`src/rtl/harmonic_sequencer.sv`:
```
// Per-voice additive-synthesis sequencer: walks harmonics through a registered sine LUT into the MAC.
// Optional HARMONIC_ODD_ONLY_EN build adds odd_only to issue only odd harmonics.
module harmonic_sequencer #(
  parameter int DIVISOR_BITS  = 7,
  parameter int LUT_BITS      = 10,
  parameter int MAX_HARMONICS = 63
) (
  input  logic                      clock,
  input  logic                      reset_n,
  input  logic                      sample_tick,
  input  logic [31:0]               phase_inc,
  input  logic [5:0]                harmonic_count,
  input  logic [DIVISOR_BITS-1:0]   start_level,
  input  logic [DIVISOR_BITS-1:0]   decay_step,
`ifdef HARMONIC_ODD_ONLY_EN
  input  logic                      odd_only,
`endif
  output logic [LUT_BITS-1:0]       lut_addr,
  input  logic signed [15:0]        lut_data,
  output logic                      frac_start,
  output logic                      frac_clear,
  output logic [DIVISOR_BITS-1:0]   frac_multiple,
  output logic signed [15:0]        frac_in,
  input  logic                      frac_done,
  input  logic [31:0]               frac_accumulator,
  output logic [31:0]               sample_out,
  output logic                      sample_valid,
  output logic                      busy,
  output logic                      overrun,
  output logic [2:0]                state_dbg
);

  localparam logic [2:0] S_IDLE      = 3'd0;
  localparam logic [2:0] S_CLEAR     = 3'd1;
  localparam logic [2:0] S_ADDR      = 3'd2;
  localparam logic [2:0] S_LUT_WAIT  = 3'd3;
  localparam logic [2:0] S_START     = 3'd4;
  localparam logic [2:0] S_ACK       = 3'd5;
  localparam logic [2:0] S_WAIT_DONE = 3'd6;
  localparam logic [2:0] S_OUTPUT    = 3'd7;

  // MAC handshake: frac_start is a one-cycle request; frac_done drops the cycle after
  // the request and returns high once frac_accumulator holds the updated sum.
  logic [2:0]              state;
  logic [31:0]             phase_base;
  logic [31:0]             harm_phase;
  logic [31:0]             harm_step;
  logic [6:0]              h;
  logic [6:0]              count_q;
  logic [DIVISOR_BITS-1:0] level;
  logic [DIVISOR_BITS-1:0] decay_q;
  logic                    odd_q;
  logic                    odd_sel;
  logic [6:0]              count_clamped;
  logic [6:0]              h_inc;
  logic [DIVISOR_BITS-1:0] next_level;
  logic                    last_harm;

`ifdef HARMONIC_ODD_ONLY_EN
  assign odd_sel = odd_only;
`else
  assign odd_sel = 1'b0;
`endif

  assign count_clamped = ({1'b0, harmonic_count} > 7'(MAX_HARMONICS)) ?
                         7'(MAX_HARMONICS) : {1'b0, harmonic_count};
  assign h_inc      = odd_q ? 7'd2 : 7'd1;
  assign next_level = (level > decay_q) ? level - decay_q : '0;
  assign last_harm  = (h + h_inc) > count_q;

  assign lut_addr   = harm_phase[31:32-LUT_BITS];
  assign frac_start = (state == S_START);
  assign frac_clear = (state == S_CLEAR);
  assign busy       = (state != S_IDLE);
  assign state_dbg  = state;

  always_ff @(posedge clock or negedge reset_n) begin
    if (!reset_n) begin
      state         <= S_IDLE;
      phase_base    <= '0;
      harm_phase    <= '0;
      harm_step     <= '0;
      h             <= '0;
      count_q       <= '0;
      level         <= '0;
      decay_q       <= '0;
      odd_q         <= 1'b0;
      frac_multiple <= '0;
      frac_in       <= '0;
      sample_out    <= '0;
      sample_valid  <= 1'b0;
      overrun       <= 1'b0;
    end else begin
      sample_valid <= 1'b0;
      overrun      <= sample_tick && (state != S_IDLE);
      // Pitch tracking continues through overruns so dropped samples do not detune the voice.
      if (sample_tick) phase_base <= phase_base + phase_inc;

      case (state)
        S_IDLE: begin
          if (sample_tick) begin
            if (count_clamped == 7'd0 || start_level == '0) begin
              sample_out   <= '0;
              sample_valid <= 1'b1;
            end else begin
              count_q <= count_clamped;
              level   <= start_level;
              decay_q <= decay_step;
              odd_q   <= odd_sel;
              state   <= S_CLEAR;
            end
          end
        end
        S_CLEAR: begin
          // Step is frozen here so a mid-sequence tick cannot change this sample's pitch.
          harm_phase <= phase_base;
          harm_step  <= odd_q ? {phase_base[30:0], 1'b0} : phase_base;
          h          <= 7'd1;
          state      <= S_ADDR;
        end
        S_ADDR:     state <= S_LUT_WAIT;
        S_LUT_WAIT: begin
          frac_in       <= lut_data;
          frac_multiple <= level;
          state         <= S_START;
        end
        S_START:    state <= S_ACK;
        S_ACK:      state <= S_WAIT_DONE;
        S_WAIT_DONE: begin
          if (frac_done) begin
            if (last_harm || next_level == '0) begin
              sample_out   <= frac_accumulator;
              sample_valid <= 1'b1;
              state        <= S_OUTPUT;
            end else begin
              h          <= h + h_inc;
              harm_phase <= harm_phase + harm_step;
              level      <= next_level;
              state      <= S_ADDR;
            end
          end
        end
        S_OUTPUT:   state <= S_IDLE;
        default:    state <= S_IDLE;
      endcase
    end
  end

endmodule
```
`config.mk`:
```
export PLATFORM = sky130hd
export DESIGN_NAME = harmonic_sequencer
export DESIGN_NICKNAME = d
export VERILOG_FILES = /design/src/rtl/harmonic_sequencer.sv
export SDC_FILE = /design/constraint.sdc
export NUM_CORES = 1
export LEC_CHECK = 0
export ABC_AREA = 0
export CAP_MARGIN = 25
export CORE_MARGIN = 2
export CORE_UTILIZATION = 50
export DETAILED_ROUTE_END_ITERATION = 10
export PLACE_DENSITY_LB_ADDON = 0.3
export SYNTH_ARGS = -nofsm -noshare
export SYNTH_HDL_FRONTEND = slang
export SYNTH_SLANG_ARGS = --single-unit
```
`constraint.sdc`:
```
create_clock -name clock -period 3.2 [get_ports clock]
set_input_delay 0.96 -clock clock [delete_from_list [all_inputs] [get_ports clock]]
set_output_delay 0.96 -clock clock [all_outputs]
set_load 0.02 [all_outputs]
```
==> metrics.txt <==
# TYPE chip_impl_metric gauge
chip_impl_metric{name="grt_start_max_net_pins",unit=""} 74
chip_impl_metric{name="maxSlewHeadroom",unit="%"} 38.3
chip_impl_metric{name="grtUsageMet2",unit="%"} 41.7
chip_impl_metric{name="antenna_found_initial",unit=""} 0
chip_impl_info{name="holdCritPathClass",value="reg -> reg"} 1
chip_impl_info{name="root_buffer",value="sky130_fd_sc_hd__clkbuf_16"} 1
chip_impl_metric{name="floorplan.initialDensity",unit="%"} 50.9
chip_impl_metric{name="syn-num-nets",unit=""} 1370
chip_impl_metric{name="total_of_buffers_placed_on_input_and_output_ports",unit=""} 176
chip_impl_metric{name="synth_seq_cells",unit=""} 183
chip_impl_metric{name="number_of_hold_violations_in_the_final_report",unit=""} 0
chip_impl_metric{name="gp_routability_congestion",unit=""} 0.905
chip_impl_metric{name="max_clock_freq",unit="GHz"} 0.320
chip_impl_metric{name="timing.final.max_slew_violations",unit=""} 0
chip_impl_metric{name="synth.lib_cells_used.distinct",unit=""} 69
chip_impl_metric{name="fin_area",unit="sq mm"} 0.0150
chip_impl_metric{name="whs",unit="ns"} 0.483
chip_impl_metric{name="setup_viol",unit=""} 0
chip_impl_metric{name="cts_hold_buf",unit=""} 0
chip_impl_metric{name="synth_simple_gate_area_share",unit="%"} 13.5
chip_impl_metric{name="buffer_levels_on_the_longest_clock_path",unit=""} 2
chip_impl_metric{name="fp-row-count",unit=""} 54
chip_impl_metric{name="tritoncts_num_sinks",unit=""} 183
chip_impl_metric{name="avgSynthCellArea",unit="sq um"} 9.36
chip_impl_metric{name="worst_skew_pair.late_latency",unit="ns"} 0.44
chip_impl_info{name="outcome",value="finished, final reports clean"} 1
chip_impl_metric{name="synth_edf_count",unit=""} 0
chip_impl_metric{name="area_delta_synth_final",unit="%"} 35.3
chip_impl_metric{name="clock-skew-final",unit="ns"} 0.00763
chip_impl_metric{name="syn-cell-area",unit="sq mm"} 0.0111
chip_impl_metric{name="routed_wirelength",unit="mm"} 29.6
chip_impl_metric{name="route.detailed.vias_per_inst",unit=""} 5.67
chip_impl_metric{name="design.final.nets",unit=""} 1631
chip_impl_metric{name="cts_made_buffers",unit=""} 17
chip_impl_metric{name="grt_util_met3",unit="%"} 3.20
chip_impl_info{name="tritoncts",value="done"} 1
chip_impl_info{name="worstSetupStartpointType",value="primary input"} 1
chip_impl_metric{name="via_count_of_the_first_global_routing_pass",unit=""} 9722
chip_impl_info{name="synth_top_family_by_area",value="compound AO/OA/AOI/OAI gates"} 1
chip_impl_metric{name="die-width",unit="um"} 153
chip_impl_metric{name="count_of_antenna_violating_nets_left_after_detailed_routing",unit=""} 0
chip_impl_metric{name="die_h",unit="um"} 153
chip_impl_metric{name="layout-drive-gt1-share",unit="%"} 20.5
chip_impl_metric{name="h-tree-depth",unit=""} 4
chip_impl_metric{name="post_synth_adder_cell_area",unit="%"} 9.22
chip_impl_metric{name="gr-total-overflow",unit=""} 0
chip_impl_metric{name="postSynthCellCount",unit=""} 1186
chip_impl_metric{name="synth_async_sr_flop_share",unit="%"} 100
chip_impl_metric{name="total_die_area",unit="sq mm"} 0.0234
chip_impl_metric{name="transition_time_of_the_tightest_slew_check_pin",unit="ns"} 0.926
chip_impl_metric{name="synth.area.mux_share",unit="%"} 6.95
chip_impl_metric{name="synth-compound-area-share",unit="%"} 20.1
chip_impl_metric{name="fillCellCount",unit=""} 1662
chip_impl_metric{name="worstPathRequired",unit="ns"} 3.52
chip_impl_metric{name="crit_arrival",unit="ns"} 3.44
chip_impl_metric{name="dp_hpwl",unit="mm"} 21.3
chip_impl_metric{name="power.density",unit="mW/mm^2"} 1160
chip_impl_metric{name="fin_total_pwr",unit="uW"} 17400
chip_impl_metric{name="placement_cell_area",unit="sq mm"} 0.0139
chip_impl_metric{name="finalCriticalPeriod",unit="ns"} 3.12
chip_impl_metric{name="grtUsageTotal",unit="%"} 24.7
chip_impl_info{name="synth_ff_type",value="sky130_fd_sc_hd__dfrtp_1"} 1
chip_impl_info{name="timing.setup.critical_path_class",value="in -> reg"} 1
chip_impl_metric{name="vias",unit=""} 9860
chip_impl_info{name="crit_path_end_kind",value="register"} 1
chip_impl_metric{name="first_pass_grt_wire_length",unit="mm"} 47.7
chip_impl_metric{name="layout_worst_path_cycle_share",unit="%"} 97.5
chip_impl_metric{name="diodes",unit=""} 0
chip_impl_metric{name="boundaryPins",unit=""} 177
chip_impl_metric{name="route.detailed.drc",unit=""} 0
chip_impl_metric{name="path_clk_slew",unit="ns"} 0.07
chip_impl_metric{name="std_cell_core_area",unit="sq mm"} 0.0218
chip_impl_metric{name="ir_drop",unit="uV"} 580
chip_impl_metric{name="drv_cap",unit=""} 0
chip_impl_metric{name="leakage",unit="uW"} 0.00676
chip_impl_metric{name="synth_xor_xnor_area_share",unit="%"} 4.50
chip_impl_metric{name="met1_routing_resource_usage_after_global_routing",unit="%"} 33.3
chip_impl_metric{name="length_of_the_first_detailed_routing_pass_in_iterations",unit=""} 5
chip_impl_info{name="global_route.peak_usage_layer",value="met2"} 1
chip_impl_metric{name="synth_seq_area_share",unit="%"} 41.2
chip_impl_metric{name="yosys_warnings",unit=""} 0
chip_impl_metric{name="cp_max_fo",unit=""} 4
chip_impl_metric{name="wire_per_inst",unit="um"} 17.0
chip_impl_metric{name="first_iter_violations",unit=""} 601
area by class of cell:
type	instances	area, sq um	share of cell area, %
Multi-Input combinational cell	892	6490	43.2
Sequential cell	183	4580	30.5
Timing Repair Buffer	300	2840	18.9
Inverter	53	199	1.32
Clock buffer	17	425	2.83
Tap cell	280	350	2.33
Clock inverter	15	135	0.900
cells by family after synthesis:
kind of cell	after synthesis
flip-flops	183
XOR/XNOR	57
buffers and inverters	111
adder cells (fa/ha/maj)	80
multiplexers	69
AO/OA/AOI/OAI	351
AND/OR/NAND/NOR	335
path summary, 6_finish.rpt:
path,from,end,slack (ns),cells past startpoint
max in group asynchronous,reset_n,harm_phase[20],1.95,2
worst min register to register,sample_out[12],sample_out[12],0.48,2
worst min-delay path,sample_out[12],sample_out[12],0.48,2
worst max register to register,level[0],sample_out[22],0.08,15
min in group asynchronous,reset_n,frac_in[1],0.52,1
worst max-delay path,phase_inc[9],phase_base[20],0.08,13
flip-flops by register name, indices dropped and copies added, names as in the netlist:
name and count:
state_dbg 3, level 7, overrun 1, harm_phase 32, harm_step 32, frac_in 16, h 7, sample_valid 1
decay_q 7, frac_multiple 7, sample_out 32, phase_base 32, count_q 6
where the power goes:
group          switching, uW  internal (uW)
sequential               875           3370
combinational           5720           5390
clock                    988           1030
cells in the final DEF (no fill, tap or decap), types with 9 or more instances in the layout:
cell type | synthesis | final
sky130_fd_sc_hd__a211oi_1 | 14 | 9
sky130_fd_sc_hd__a21o_1 | 39 | 37
sky130_fd_sc_hd__a21oi_1 | 76 | 69
sky130_fd_sc_hd__a31oi_1 | 21 | 19
sky130_fd_sc_hd__buf_4 | 15 | 113
sky130_fd_sc_hd__clkbuf_16 | 0 | 18
sky130_fd_sc_hd__clkdlybuf4s50_1 | 0 | 166
sky130_fd_sc_hd__dfrtp_1 | 183 | 183
sky130_fd_sc_hd__ha_1 | 77 | 64
sky130_fd_sc_hd__ha_4 | 0 | 10
sky130_fd_sc_hd__inv_1 | 52 | 51
sky130_fd_sc_hd__mux2_2 | 65 | 65
sky130_fd_sc_hd__nand2_1 | 174 | 174
sky130_fd_sc_hd__nand2b_1 | 11 | 10
sky130_fd_sc_hd__nand3_1 | 22 | 21
sky130_fd_sc_hd__nor2_1 | 58 | 56
sky130_fd_sc_hd__nor3_1 | 16 | 15
sky130_fd_sc_hd__o211ai_1 | 11 | 11
sky130_fd_sc_hd__o21ai_0 | 104 | 92
sky130_fd_sc_hd__o21ai_1 | 6 | 13
sky130_fd_sc_hd__xnor2_1 | 33 | 32
sky130_fd_sc_hd__xor2_1 | 24 | 22
routing by layer:
| metal | up-vias | part of all wire (%) | routed length [um] |
|---|---|---|---|
| met1 | 4786 | 45 | 13300 |
| li1 | 4766 | - | - |
| met5 | - | 0 | 0 |
| met2 | 276 | 49 | 14500 |
| met4 | 0 | 1.4 | 403 |
| met3 | 32 | 4.6 | 1370 |
stage by stage:
| step | setup WS, ns | utilization (%) | setup TNS, ns | instances |
|---|---|---|---|---|
| after global routing | -0.0331 | 68.8 | -0.163 | 1740 |
| after CTS | 0.00135 | 66.5 | 0 | 1727 |
| after global placement | -0.821 | 63.5 | -11.49 | 1692 |
| after detailed placement | -0.861 | 63.5 | -12.32 | 1692 |
| final | 0.0793 | 68.8 | 0 | 1740 |
| after floorplan | 0.0137 | - | 0 | 1186 |
critical path, cell delays in order:
cell and delay, ns:
sky130_fd_sc_hd__clkdlybuf4s50_1 0.41, sky130_fd_sc_hd__ha_1 0.34, sky130_fd_sc_hd__nand2_1 0.12, sky130_fd_sc_hd__buf_4 0.16, sky130_fd_sc_hd__o21ai_0 0.28, sky130_fd_sc_hd__nor3_1 0.08
sky130_fd_sc_hd__buf_4 0.15, sky130_fd_sc_hd__buf_4 0.13, sky130_fd_sc_hd__a21o_4 0.21, sky130_fd_sc_hd__a21oi_2 0.15, sky130_fd_sc_hd__nor2_1 0.07, sky130_fd_sc_hd__xnor2_1 0.12
sky130_fd_sc_hd__mux2_2 0.27
timing repair:
item                       CTS  global route
gates resized for setup     28            69
buffers inserted             4            11
setup endpoints to repair   49            91
hold endpoints to repair     0             0
pin swaps                   10            34
gates cloned                 0             2
cells in the mapped netlist, types with 3 or more instances:
library cell | number | area (sq um)
sky130_fd_sc_hd__o311ai_0 | 3 | 26.3
sky130_fd_sc_hd__o221ai_1 | 5 | 43.8
sky130_fd_sc_hd__fa_1 | 3 | 60.1
sky130_fd_sc_hd__o31ai_1 | 6 | 45.0
sky130_fd_sc_hd__xor2_1 | 24 | 210
sky130_fd_sc_hd__o21ai_0 | 104 | 521
sky130_fd_sc_hd__nor4_1 | 4 | 25.0
sky130_fd_sc_hd__o21ai_1 | 6 | 30.0
sky130_fd_sc_hd__a21oi_1 | 76 | 380
sky130_fd_sc_hd__nand3_1 | 22 | 110
sky130_fd_sc_hd__a21o_1 | 39 | 293
sky130_fd_sc_hd__nand2_1 | 174 | 653
sky130_fd_sc_hd__a22oi_1 | 5 | 37.5
sky130_fd_sc_hd__mux2_2 | 65 | 732
sky130_fd_sc_hd__nor2b_1 | 8 | 50.1
sky130_fd_sc_hd__nor2_1 | 58 | 218
sky130_fd_sc_hd__ha_1 | 77 | 963
sky130_fd_sc_hd__xnor2_1 | 33 | 289
sky130_fd_sc_hd__a221oi_1 | 4 | 35.0
sky130_fd_sc_hd__a21boi_0 | 6 | 45.0
sky130_fd_sc_hd__nor3_1 | 16 | 80.1
sky130_fd_sc_hd__inv_1 | 52 | 195
sky130_fd_sc_hd__a211oi_1 | 14 | 105
sky130_fd_sc_hd__and3_1 | 8 | 50.1
sky130_fd_sc_hd__clkbuf_1 | 33 | 124
sky130_fd_sc_hd__o22ai_1 | 5 | 31.3
sky130_fd_sc_hd__nand2b_1 | 11 | 68.8
sky130_fd_sc_hd__nand4_1 | 8 | 50.1
sky130_fd_sc_hd__mux2i_1 | 4 | 40.0
sky130_fd_sc_hd__dfrtp_1 | 183 | 4580
sky130_fd_sc_hd__nand4b_1 | 3 | 26.3
sky130_fd_sc_hd__o21a_1 | 8 | 60.1
sky130_fd_sc_hd__a221o_1 | 3 | 30.0
sky130_fd_sc_hd__o21bai_1 | 7 | 52.6
sky130_fd_sc_hd__o211ai_1 | 11 | 82.6
sky130_fd_sc_hd__and2_1 | 4 | 25.0
sky130_fd_sc_hd__buf_2 | 7 | 35.0
sky130_fd_sc_hd__nor3b_1 | 8 | 60.1
sky130_fd_sc_hd__a31oi_1 | 21 | 131
sky130_fd_sc_hd__buf_4 | 15 | 113
sky130_fd_sc_hd__nand3b_1 | 3 | 22.5
Note: power is estimated with default switching activity, not from simulation.
